<file path="src/rtl/tess_snes_pkg.sv">
// tess_snes_pkg: shared SNES frame constants and poll FSM state type
package tess_snes_pkg;
  localparam int SNES_FRAME_BITS = 16;
  localparam int SNES_BTN_W = 12;
  localparam int IDX_W = $clog2(SNES_FRAME_BITS);
  typedef enum logic [2:0] {IDLE, LATCH, LOW, HIGH, DONE} snes_state_t;
endpackage

</file>
<file path="src/rtl/snes_chan_capture.sv">
// snes_chan_capture: per-controller shift, buttons and (SNES_STICKY_EN) sticky registers
module snes_chan_capture
  import tess_snes_pkg::*;
(
  input  logic                  clk,
  input  logic                  rst,
  input  logic                  data,
  input  logic                  sample,
  input  logic [IDX_W-1:0]      index,
  input  logic                  load,
`ifdef SNES_STICKY_EN
  input  logic                  clear,
  output logic [SNES_BTN_W-1:0] sticky,
`endif
  output logic [SNES_BTN_W-1:0] buttons
);
  logic [SNES_BTN_W-1:0] shift;
  // keep only the button bits; the trailing frame bits are clocked past and dropped
  always_ff @(posedge clk or negedge rst)
    if (!rst) shift <= '0;
    else if (sample && index < IDX_W'(SNES_BTN_W)) shift[index] <= data;
  // the pad drives active-low, so invert once when publishing the frame
  always_ff @(posedge clk or negedge rst)
    if (!rst) buttons <= '0;
    else if (load) buttons <= ~shift;
`ifdef SNES_STICKY_EN
  // a read clears collected presses, but a press landing in the same cycle survives
  always_ff @(posedge clk or negedge rst)
    if (!rst) sticky <= '0;
    else sticky <= (clear ? '0 : sticky) | (load ? ~shift & ~buttons : '0);
`endif
endmodule

</file>
<file path="src/rtl/snes_ctrlr_hub.sv">
// snes_ctrlr_hub: polls NUM_CTRLRS SNES pads over one latch/pulse pair; SNES_STICKY_EN adds sticky press registers
module snes_ctrlr_hub
  import tess_snes_pkg::*;
#(
  parameter int NUM_CTRLRS = 2,
  parameter int CLK_DIV = 300,
  parameter int POLL_PERIOD = 833333,
  localparam int ADDR_W = (2 * NUM_CTRLRS > 2) ? $clog2(2 * NUM_CTRLRS) : 1
) (
  input  logic                  clk,
  input  logic                  rst,
  input  logic [NUM_CTRLRS-1:0] snes_data,
  output logic                  snes_latch,
  output logic                  snes_pulse,
  input  logic                  poll_req,
  output logic                  poll_busy,
  output logic                  frame_done,
  input  logic                  read_enable,
  input  logic [ADDR_W-1:0]     address,
  output logic [SNES_BTN_W-1:0] read_data
);
  localparam int DW = $clog2(2 * CLK_DIV + 1);
  localparam int PMAX = POLL_PERIOD > 0 ? POLL_PERIOD - 1 : 0;
  localparam int PW = PMAX > 0 ? $clog2(PMAX + 1) : 1;

  snes_state_t state, nxt;
  logic [DW-1:0] dcnt;
  logic [PW-1:0] pcnt;
  logic [IDX_W-1:0] index;
  logic dend, tick, sample, load;
  logic [SNES_BTN_W-1:0] btn [NUM_CTRLRS];
`ifdef SNES_STICKY_EN
  logic [SNES_BTN_W-1:0] stk [NUM_CTRLRS];
`endif
  logic [SNES_BTN_W-1:0] rd;

  if (POLL_PERIOD > 0 && POLL_PERIOD < 34 * CLK_DIV + 2) begin : g_bad_period
    $error("POLL_PERIOD is shorter than one complete poll frame");
  end

  assign dend = dcnt == (state == LATCH ? DW'(2 * CLK_DIV - 1) : DW'(CLK_DIV - 1));
  assign tick = POLL_PERIOD != 0 && pcnt == PW'(PMAX);

  // free-running poll period counter, held at zero when only manual polls are used
  always_ff @(posedge clk or negedge rst)
    if (!rst) pcnt <= '0;
    else pcnt <= (POLL_PERIOD == 0 || tick) ? '0 : pcnt + 1'b1;

  // FSM state register
  always_ff @(posedge clk or negedge rst)
    if (!rst) state <= IDLE;
    else state <= nxt;

  // phase divider restarts on every state change; bit index advances after each high phase
  always_ff @(posedge clk or negedge rst)
    if (!rst) begin
      dcnt <= '0;
      index <= '0;
    end else begin
      dcnt <= (state == IDLE || nxt != state) ? '0 : dcnt + 1'b1;
      index <= state == LATCH ? '0 : (state == HIGH && dend) ? index + 1'b1 : index;
    end

  // next-state: latch, then 16 low/high pulse pairs, then a single publish cycle
  always_comb begin
    nxt = state;
    case (state)
      IDLE:  nxt = (tick || poll_req) ? LATCH : IDLE;
      LATCH: nxt = dend ? LOW : LATCH;
      LOW:   nxt = dend ? HIGH : LOW;
      HIGH:  nxt = dend ? (index == IDX_W'(SNES_FRAME_BITS - 1) ? DONE : LOW) : HIGH;
      default: nxt = IDLE;
    endcase
  end

  // Moore outputs decoded from the state; data is sampled at the end of each low phase
  always_comb begin
    snes_latch = state == LATCH;
    snes_pulse = state != LOW;
    poll_busy = state != IDLE;
    frame_done = state == DONE;
    sample = state == LOW && dend;
    load = state == DONE;
  end

  for (genvar c = 0; c < NUM_CTRLRS; c++) begin : g_chan
    snes_chan_capture u_chan (
      .clk(clk),
      .rst(rst),
      .data(snes_data[c]),
      .sample(sample),
      .index(index),
      .load(load),
`ifdef SNES_STICKY_EN
      .clear(read_enable && address == ADDR_W'(2 * c + 1)),
      .sticky(stk[c]),
`endif
      .buttons(btn[c])
    );
  end

  // register select; unmatched addresses (odd ones too without sticky) read zero
  always_comb begin
    rd = '0;
    for (int i = 0; i < NUM_CTRLRS; i++) begin
      if (address == ADDR_W'(2 * i)) rd = btn[i];
`ifdef SNES_STICKY_EN
      if (address == ADDR_W'(2 * i + 1)) rd = stk[i];
`endif
    end
  end

  // registered read port, zero whenever no read is requested
  always_ff @(posedge clk or negedge rst)
    if (!rst) read_data <= '0;
    else read_data <= read_enable ? rd : '0;
endmodule

</file>
<file path="config.mk">
export PLATFORM = sky130hd
export DESIGN_NAME = snes_ctrlr_hub
export DESIGN_NICKNAME = d
export VERILOG_FILES = /design/src/rtl/tess_snes_pkg.sv /design/src/rtl/snes_chan_capture.sv /design/src/rtl/snes_ctrlr_hub.sv
export SDC_FILE = /design/constraint.sdc
export NUM_CORES = 1
export LEC_CHECK = 0
export CORE_MARGIN = 3
export CORE_UTILIZATION = 41
export CTS_BUF_LIST = sky130_fd_sc_hd__clkbuf_16
export DETAILED_ROUTE_END_ITERATION = 7
export GPL_ROUTABILITY_DRIVEN = 0
export HOLD_SLACK_MARGIN = 0.06
export PLACE_DENSITY_LB_ADDON = 0.3
export SYNTH_ARGS = -nofsm -noshare
export SYNTH_HDL_FRONTEND = slang
export SYNTH_SLANG_ARGS = --single-unit
</file>
<file path="constraint.sdc">
create_clock -name clk -period 1.8 [get_ports clk]
set_input_delay 0.27 -clock clk [delete_from_list [all_inputs] [get_ports clk]]
set_output_delay 0.27 -clock clk [all_outputs]
set_load 0.005 [all_outputs]
</file>
==> results_dict.tcl <==
set metrics [dict create \
    synth-seq-cells 97 \
    required_ps 2070 \
    final_nets 510 \
    hpwl_um 6090 \
    grt_pass1_vias 3328 \
    path_cells "or4b_4 > or4_4 > o41a_1 > a31oi_1" \
    maxSlewViolCount 0 \
    syn_inst 409 \
    min_period_ps 1910 \
    tightestPinTransition_ps 604 \
    synth_top_area_share_pct 55.5 \
    async_reset_ff_share_pct 100 \
    clock_latency_ps 350 \
    yosys.area.top_type "dfrtp_1" \
    htreeDepth 3 \
    crit_type "reg -> reg" \
    grt_max_degree 44 \
    synth.area.top_cells "dfrtp_1 56%, mux2_2 6.4%, nand2_1 4.6%, mux2i_1 4.1%, o21ai_0 3.1%" \
    layout-drive-gt1-share_pct 31.8 \
    layout_commonest_cell "dfrtp_1" \
    synth_seq_area_share_pct 55.5 \
    grt_use_total_pct 18.0 \
    dieWidth_um 109 \
    drt_first_pass_iters 4 \
    yosysWarnings 0 \
    cts-buffers-inserted 9 \
    vdd_ir_drop_max_v 0.000355 \
    slowest_delay_ps 540 \
    start_kind "register" \
    hold_violations 0 \
    fin_util_pct 58.9 \
    drt_iter0_drc 139 \
    cp-end-kind "register" \
    drcViolationCount 0 \
    fin_crit_sh_pct 106 \
    cpLargestDelayFamily "simple AND/OR/NAND/NOR gates" \
    synth_edf_count 0 \
    status "finished with violations" \
    cts_tree "built" \
    core-area_um2 10400 \
    cp_max_fo 4 \
    ys.flop_type "dfrtp_1" \
    syn_area_um2 4370 \
    antenna_found_initial 0 \
    maxCapViolCount 0 \
    clk_pin_slew_ps 70 \
    cpMaxStageDelayCell "or4b_4" \
    setup_viol 39 \
    finalPower_mw 4.18 \
    power_leakage_nw 2.94 \
    holdWs_ps 464 \
    synth.avg_cell_area_um2 10.7 \
    critPathArrivalTime_ps 2180 \
    powerDensity_nw_per_um2 685 \
    violations "setup timing" \
    io_buffers 23 \
    io_pins 24 \
    maxSlewHeadroom_pct 59.6 \
    fin_worst_skew_ps 7.16 \
    wl_per_cell_um 15.9 \
    clock-root-buffer "clkbuf_16" \
    vias_per_cell 5.15 \
    clk_path_buf_depth 2 \
    syn_to_final_growth_pct 39.8 \
    final_cell_mix "97 x dfrtp_1, 51 x nand2_1, 47 x buf_4" \
    grt_pass1_wl_um 16500 \
    fill_cells 841 \
    wl_um 10100 \
    diodes 0 \
    rsz0062_at_grt "yes" \
    rows 37 \
    crit_buf_inv 0 \
    die_y_um 109 \
    synth.net_count 424 \
    initial_utilization_pct 42.2 \
    hp-class "reg -> reg" \
    route.vias.total 3275 \
    ant_nets 0 \
    worst_slack_ps -111 \
    fmax_mhz 523 \
    grt_overflow 0 \
    die-area_um2 11900 \
    synth_cell_types 41 \
    cts_sinks 97 \
]
-- registers in the layout, indices dropped and copies added (netlist names) --
| register | cells |
|---|---|
| dcnt | 10 |
| g_chan.u_chan.buttons | 24 |
| g_chan.u_chan.shift | 24 |
| index | 4 |
| pcnt | 20 |
| read_data | 12 |
| state | 3 |
-- area by class of cell --
cell class / count / area (um^2) / area share [%]
Tap cell: 136 / 170 / 2.78
Inverter: 10 / 37.5 / 0.614
Timing Repair Buffer: 95 / 908 / 14.9
Multi-Input combinational cell: 282 / 2270 / 37.2
Clock inverter: 7 / 71.3 / 1.17
Clock buffer: 9 / 225 / 3.68
Sequential cell: 97 / 2430 / 39.7
-- power by group --
part | switching [mW] | internal [mW] | total [mW]
registers | 0 | 2.18 | 2.18
clock network | 0.927 | 0.981 | 1.91
logic | 0.0678 | 0.0310 | 0.0988
total | 0.995 | 3.19 | 4.18
-- metal layers --
layer  global-route usage [%]  up-vias  wire (um)
met5                        0        -          0
met4                     5.79        0        112
met3                     4.56       10        277
met2                     28.9       43       5070
met1                     23.9     1623       4620
li1                         -     1599          -
-- path summary, 6_finish.rpt --
| kind | from | endpoint | slack [ps] | cells after the start |
|---|---|---|---|---|
| setup / recovery | pcnt[6] | state[0] | -110 | 4 |
| hold / removal | g_chan[0].u_chan.shift[0] | g_chan[0].u_chan.buttons[0] | 460 | 1 |
| setup reg to reg | pcnt[6] | state[0] | -110 | 4 |
| hold reg to reg | g_chan[0].u_chan.shift[0] | g_chan[0].u_chan.buttons[0] | 460 | 1 |
| max in group asynchronous | rst | g_chan[1].u_chan.shift[0] | 770 | 3 |
| min in group asynchronous | rst | pcnt[9] | 470 | 2 |
-- logic make-up after synthesis --
family | after synthesis | share of synthesized area [%]
xor gates and xnor gates | 22 | 4.41
AOI/OAI and AO/OA | 39 | 5.15
muxes | 43 | 10.6
adders and majority gates | 7 | 2.00
DFF | 97 | 55.5
and+or+nand+nor | 170 | 19.6
buffers and inverters | 31 | 2.75
-- stage by stage --
step / std cells / setup TNS [ps] / area [um^2] / setup WS, ps
global route: 636 / -4780 / 6110 / -192
CTS: 631 / -1110 / 5940 / -137
global placement: 594 / -1610 / 5240 / -163
finish: 636 / -2200 / 6110 / -111
detailed placement: 594 / -2480 / 5240 / -155
floorplan: 409 / -286 / 4540 / -76.9
-- synth_stat cells, types with 3 or more instances --
cell type	number
xnor2_1	12
mux2_2	25
nand2b_1	4
mux2i_1	18
nand3_1	14
dfrtp_1	97
nand4_1	10
nor2_1	31
clkbuf_1	16
inv_1	10
nand2_1	54
and3_1	4
nor3_1	13
nor2b_1	9
xor2_1	10
a21oi_1	4
o21ai_0	27
ha_1	7
buf_2	3
nor4_1	15
-- what timing repair did --
item	CTS	global route
hold endpoints to repair	40	0
pin swaps	19	17
gates cloned	2	0
hold buffers	1	0
buffers inserted	18	7
resized for setup	62	36
endpoints found under the setup margin	40	47
(Power assumes the default switching activity.)
==> patch 1: new RTL, same flow settings <==
Register the input `snes_data` before use, with the module's reset. The logic sees it one clock later. The other inputs are not delayed to match.
--- a/src/rtl/snes_ctrlr_hub.sv
+++ b/src/rtl/snes_ctrlr_hub.sv
@@ -22,6 +22,16 @@
   localparam int DW = $clog2(2 * CLK_DIV + 1);
   localparam int PMAX = POLL_PERIOD > 0 ? POLL_PERIOD - 1 : 0;
   localparam int PW = PMAX > 0 ? $clog2(PMAX + 1) : 1;
+
+  logic [NUM_CTRLRS-1:0] snes_data_q;
+
+  always_ff @(posedge clk or negedge rst) begin
+    if (!rst) begin
+      snes_data_q <= '0;
+    end else begin
+      snes_data_q <= snes_data;
+    end
+  end
 
   snes_state_t state, nxt;
   logic [DW-1:0] dcnt;
@@ -87,7 +97,7 @@
     snes_chan_capture u_chan (
       .clk(clk),
       .rst(rst),
-      .data(snes_data[c]),
+      .data(snes_data_q[c]),
       .sample(sample),
       .index(index),
       .load(load),
Behaviour: no difference found for any inputs over 10 cycles, from zero or initial values and one cycle with rst low; that may be too few to reach the edited logic, so the function may still have changed.
==> patch 1 against the original RTL <==
- sequential cell count rose by 2
- design area fell by 7.8%
- die area fell by 0.62%
- clock power rose by 15%
- first-iteration DRC count rose by 14%
- via count fell by 6.4%
- routed wire length fell by 15%
- fmax rose by 6.4%
- setup slack improved by 110 ps
- synthesized area fell by 0.66%
- largest cell class unchanged
- critical path type unchanged
- total power rose by 8.2%
- synthesized cell count fell by 3.2%
==> patch 1: results (changes against the original RTL) <==
WP data arrival -> 2030 ps (was 2180 ps)
r2r setup slk -> 4 ps (was -110 ps)
pre-CTS setup slack -> 6.06 ps (was -155 ps)
final WL -> 8530 um (was 10,100 um)
R2R depth -> 6 (was 4)
layout cells sized above 1 -> 27.3% (was 31.8%)
sequential cell area fraction in the yosys report -> 57.0% (was 55.5%)
GRT Util Overall -> 15.8% (was 18.0%)
Worst Clk Skew -> 12.5 ps (was 7.16 ps)
register share of total power -> 49.4% (was 52.0%)
final hold slack -> 428 ps (was 464 ps)
DRT iter0 DRCs -> 159 (was 139)
status -> completed (was finished, violations left)
most common library cells after synthesis -> 99 x dfrtp_1, 44 x nand2_1, 42 x nor2_1 (was 97 x dfrtp_1, 54 x nand2_1, 31 x nor2_1)
Max IR drop VDD -> 0.000732 V (was 0.000355 V)
Worst Hold Class -> input port to async pin (was flip-flop to flip-flop)
unique cell type count in the Yosys netlist -> 48 (was 41)
filler cell count -> 835 (was 841)
area post-placement -> 5080 um2 (was 5240 um2)
Logic power comb -> 0.0000912 W (was 0.0000988 W)
Int Pwr -> 0.00363 W (was 0.00319 W)
Sw Ratio -> 19.9% (was 23.8%)
relative slew slack -> 67.1% (was 59.6%)
top cells by area, synth -> dfrtp_1 57%, mux2_2 5.2%, nand2_1 3.8%, nor2_1 3.6%, mux2i_1 3.2% (was dfrtp_1 56%, mux2_2 6.4%, nand2_1 4.6%, mux2i_1 4.1%, o21ai_0 3.1%)
Syn Nets -> 411 (was 424)
Pleak -> 2.66 nW (was 2.94 nW)
Layout Nets -> 490 (was 510)
Critical Path Fanout Max -> 10 (was 4)
Fmax achieved -> 0.557 GHz (was 0.523 GHz)
setup TNS -> 0 ps (was -2200 ps)
worst setup path start -> dcnt[9]$_DFF_PN0_ (was pcnt[6]$_DFF_PN0_)
worst reg2reg endpoint -> g_chan[0].u_chan.shift[8]$_DFFE_PN0P_ (was state[0]$_DFF_PN0_)
-- patch 1: final cells by class --
type                            count  area, um2  area share [%]
Inverter                            9       33.8           0.600
Sequential cell                    99       2480            44.0
Multi-Input combinational cell    271       1870            33.2
Clock inverter                      7        123            2.18
Clock buffer                        9        225            4.00
Timing Repair Buffer               85        732            13.0
Tap cell                          133        166            2.95
-- patch 1: critical path, cell delays in order, from the launching register on --
cell	delay [ps]
dfrtp_1	380
and4bb_1	310
nand2_2	120
nor3_4	210
buf_12	150
nand4_1	160
mux2_4	340
-- patch 1: how the worst max path moves through the flow --
stage / to / depth (start not counted)
2_1_floorplan: g_chan[0].u_chan.shift[10]$_DFFE_PN0P_ / 6
3_3_place_gp: g_chan[0].u_chan.shift[8]$_DFFE_PN0P_ / 6
3_5_place_dp: state[1]$_DFF_PN0_ / 8
4_1_cts: g_chan[0].u_chan.shift[8]$_DFFE_PN0P_ / 6
5_1_grt: g_chan[0].u_chan.shift[8]$_DFFE_PN0P_ / 6
6_report: g_chan[0].u_chan.shift[8]$_DFFE_PN0P_ / 6
-- patch 1: logic make-up after synthesis --
kind of cell	synth area share (%)
multiplexers	9.45
buffers and inverters	2.51
AND/OR/NAND/NOR	18.7
AO/OA/AOI/OAI	5.88
adder cells (fa/ha/maj)	2.02
XOR/XNOR	4.44
flip-flops	57.0
-- patch 1: repair_timing --
item                                   CTS  global route
setup endpoints to repair                5            40
pin swaps                                0            12
cloned                                   0             1
gates resized for setup                 12            25
buffers inserted                         2             8
hold buffers                             1             0
endpoints found under the hold margin   33             0
-- patch 1: layer usage --
layer  track usage (%)  vias to the layer above  wire length [um]
met5                 0                        -                 0
met4              5.77                        0               119
met3              4.80                        9               405
met2              24.5                       52              3990
met1              21.1                     1486              4010
li1                  -                     1518                 -
==> patch 2: new RTL, same flow settings <==
Without the edit above. Add a define of `SNES_STICKY_EN`.
--- a/src/rtl/snes_chan_capture.sv
+++ b/src/rtl/snes_chan_capture.sv
@@ -1,4 +1,6 @@
 // snes_chan_capture: per-controller shift, buttons and (SNES_STICKY_EN) sticky registers
+`define SNES_STICKY_EN
+
 module snes_chan_capture
   import tess_snes_pkg::*;
 (
Formal check against the unedited RTL: same outputs for any inputs over 10 cycles, from zero or initial values and one cycle with rst low; that may be too few to reach the edited logic, so the function may still have changed.
==> patch 2 against the original RTL <==
- the flow still finishes with violations (negative setup slack)
- non-clock buffer count decreased by 18
- setup slack improved by 98 ps
- routed wire length is 13% higher
- sequential cell count grew 24
- clock skew grew 2.7 ps
- design area rose by 16%
- synthesized area grew 24%
- synthesized cell count up 18%
- hold slack worse by 120 ps
- largest cell class unchanged
Power is not compared: it rests on default switching activity, and its combinational part moved more than twofold at a synthesized area within 25%.
==> patch 2: results (changes against the original RTL) <==
failing checks -> negative setup slack (unchanged)
largest net degree at the start of global routing -> 73 (was 44)
Post-Place Cells -> 697 (was 594)
Vias/cell -> 5.18 (was 5.15)
filler cell count -> 1,039 (was 841)
clk_lat worst skew -> 400 ps (was 350 ps)
most common library cells after synthesis -> 121 x dfrtp_1, 61 x nand2_1, 29 x o31ai_1 (was 97 x dfrtp_1, 54 x nand2_1, 31 x nor2_1)
Worst Tran Pin Value -> 426 ps (was 604 ps)
final setup vio count -> 4 (was 39)
H-Tree Depth -> 4 (was 3)
R2R depth -> 8 (was 4)
Worst Hold Class -> input port to async pin (was flip-flop to flip-flop)
Worst Clk Skew -> 9.83 ps (was 7.16 ps)
first-pass GRT wire length -> 19,500 um (was 16,500 um)
total number of vias -> 3,829 (was 3,275)
worst setup path start -> state[1]$_DFF_PN0_ (was pcnt[6]$_DFF_PN0_)
CP delay by family, top -> buffers and inverters (was simple AND/OR/NAND/NOR gates)
Worst Slack Setup Final -> -13.5 ps (was -111 ps)
worst reg2reg endpoint -> g_chan[1].u_chan.shift[10]$_DFFE_PN0P_ (was state[0]$_DFF_PN0_)
CTS resizes -> 33 (was 62)
DRT iter0 DRCs -> 217 (was 139)
status -> finished, violations left (unchanged)
metal3 WL -> 379 um (was 277 um)
GRT Util Overall -> 16.7% (was 18.0%)
layout cells sized above 1 -> 27.9% (was 31.8%)
WP data arrival -> 2090 ps (was 2180 ps)
pre-CTS setup slack -> -81.8 ps (was -155 ps)
final WL -> 11,400 um (was 10,100 um)
met1 usage -> 22.3% (was 23.9%)
sequential cell area fraction in the yosys report -> 55.6% (was 55.5%)
highest-delay cell along the critical path -> dfrtp_1 (was or4b_4)
top cells by area, synth -> dfrtp_1 56%, mux2_2 5.0%, mux4_2 5.0%, nand2_1 4.2%, o31ai_1 4.0% (was dfrtp_1 56%, mux2_2 6.4%, nand2_1 4.6%, mux2i_1 4.1%, o21ai_0 3.1%)
final hold slack -> 348 ps (was 464 ps)
grt met3 use -> 4.76% (was 4.56%)
Critical R2R Launch -> state[1]$_DFF_PN0_ (was pcnt[6]$_DFF_PN0_)
setup TNS -> -37.1 ps (was -2200 ps)
==> patch 2: logic make-up (layout without fill, tap and decap cells) <==
logic type	Yosys count	in the layout	share of synthesized area, %
AND/OR/NAND/NOR	193	193	18.7
multiplexers	39	39	10.5
AO/OA/AOI/OAI	66	66	7.66
buffers and inverters	34	119	2.39
XOR/XNOR	22	22	3.54
adder cells (fa/ha/maj)	7	7	1.61
flip-flops	121	121	55.6
==> patch 2: cell type report <==
class / count / area, um2 / share of cell area (%)
multi-input combinational: 327 / 2500 / 35.2
timing repair buffer: 77 / 726 / 10.2
sequential: 121 / 3030 / 42.7
clock buffer: 17 / 425 / 6.00
tap: 172 / 215 / 3.03
inverter: 10 / 37.5 / 0.529
clock inverter: 15 / 159 / 2.24
==> patch 2: power groups by stage <==
stage	Combinational, W	Sequential, W	Clock [W]
global route	0.000643	0.00282	0.00355
floorplan	0.000228	0.00286	0
detailed placement	0.000511	0.00286	0
CTS	0.000545	0.00281	0.00342
global placement	0.000498	0.00285	0
finish	0.000575	0.00281	0.00336
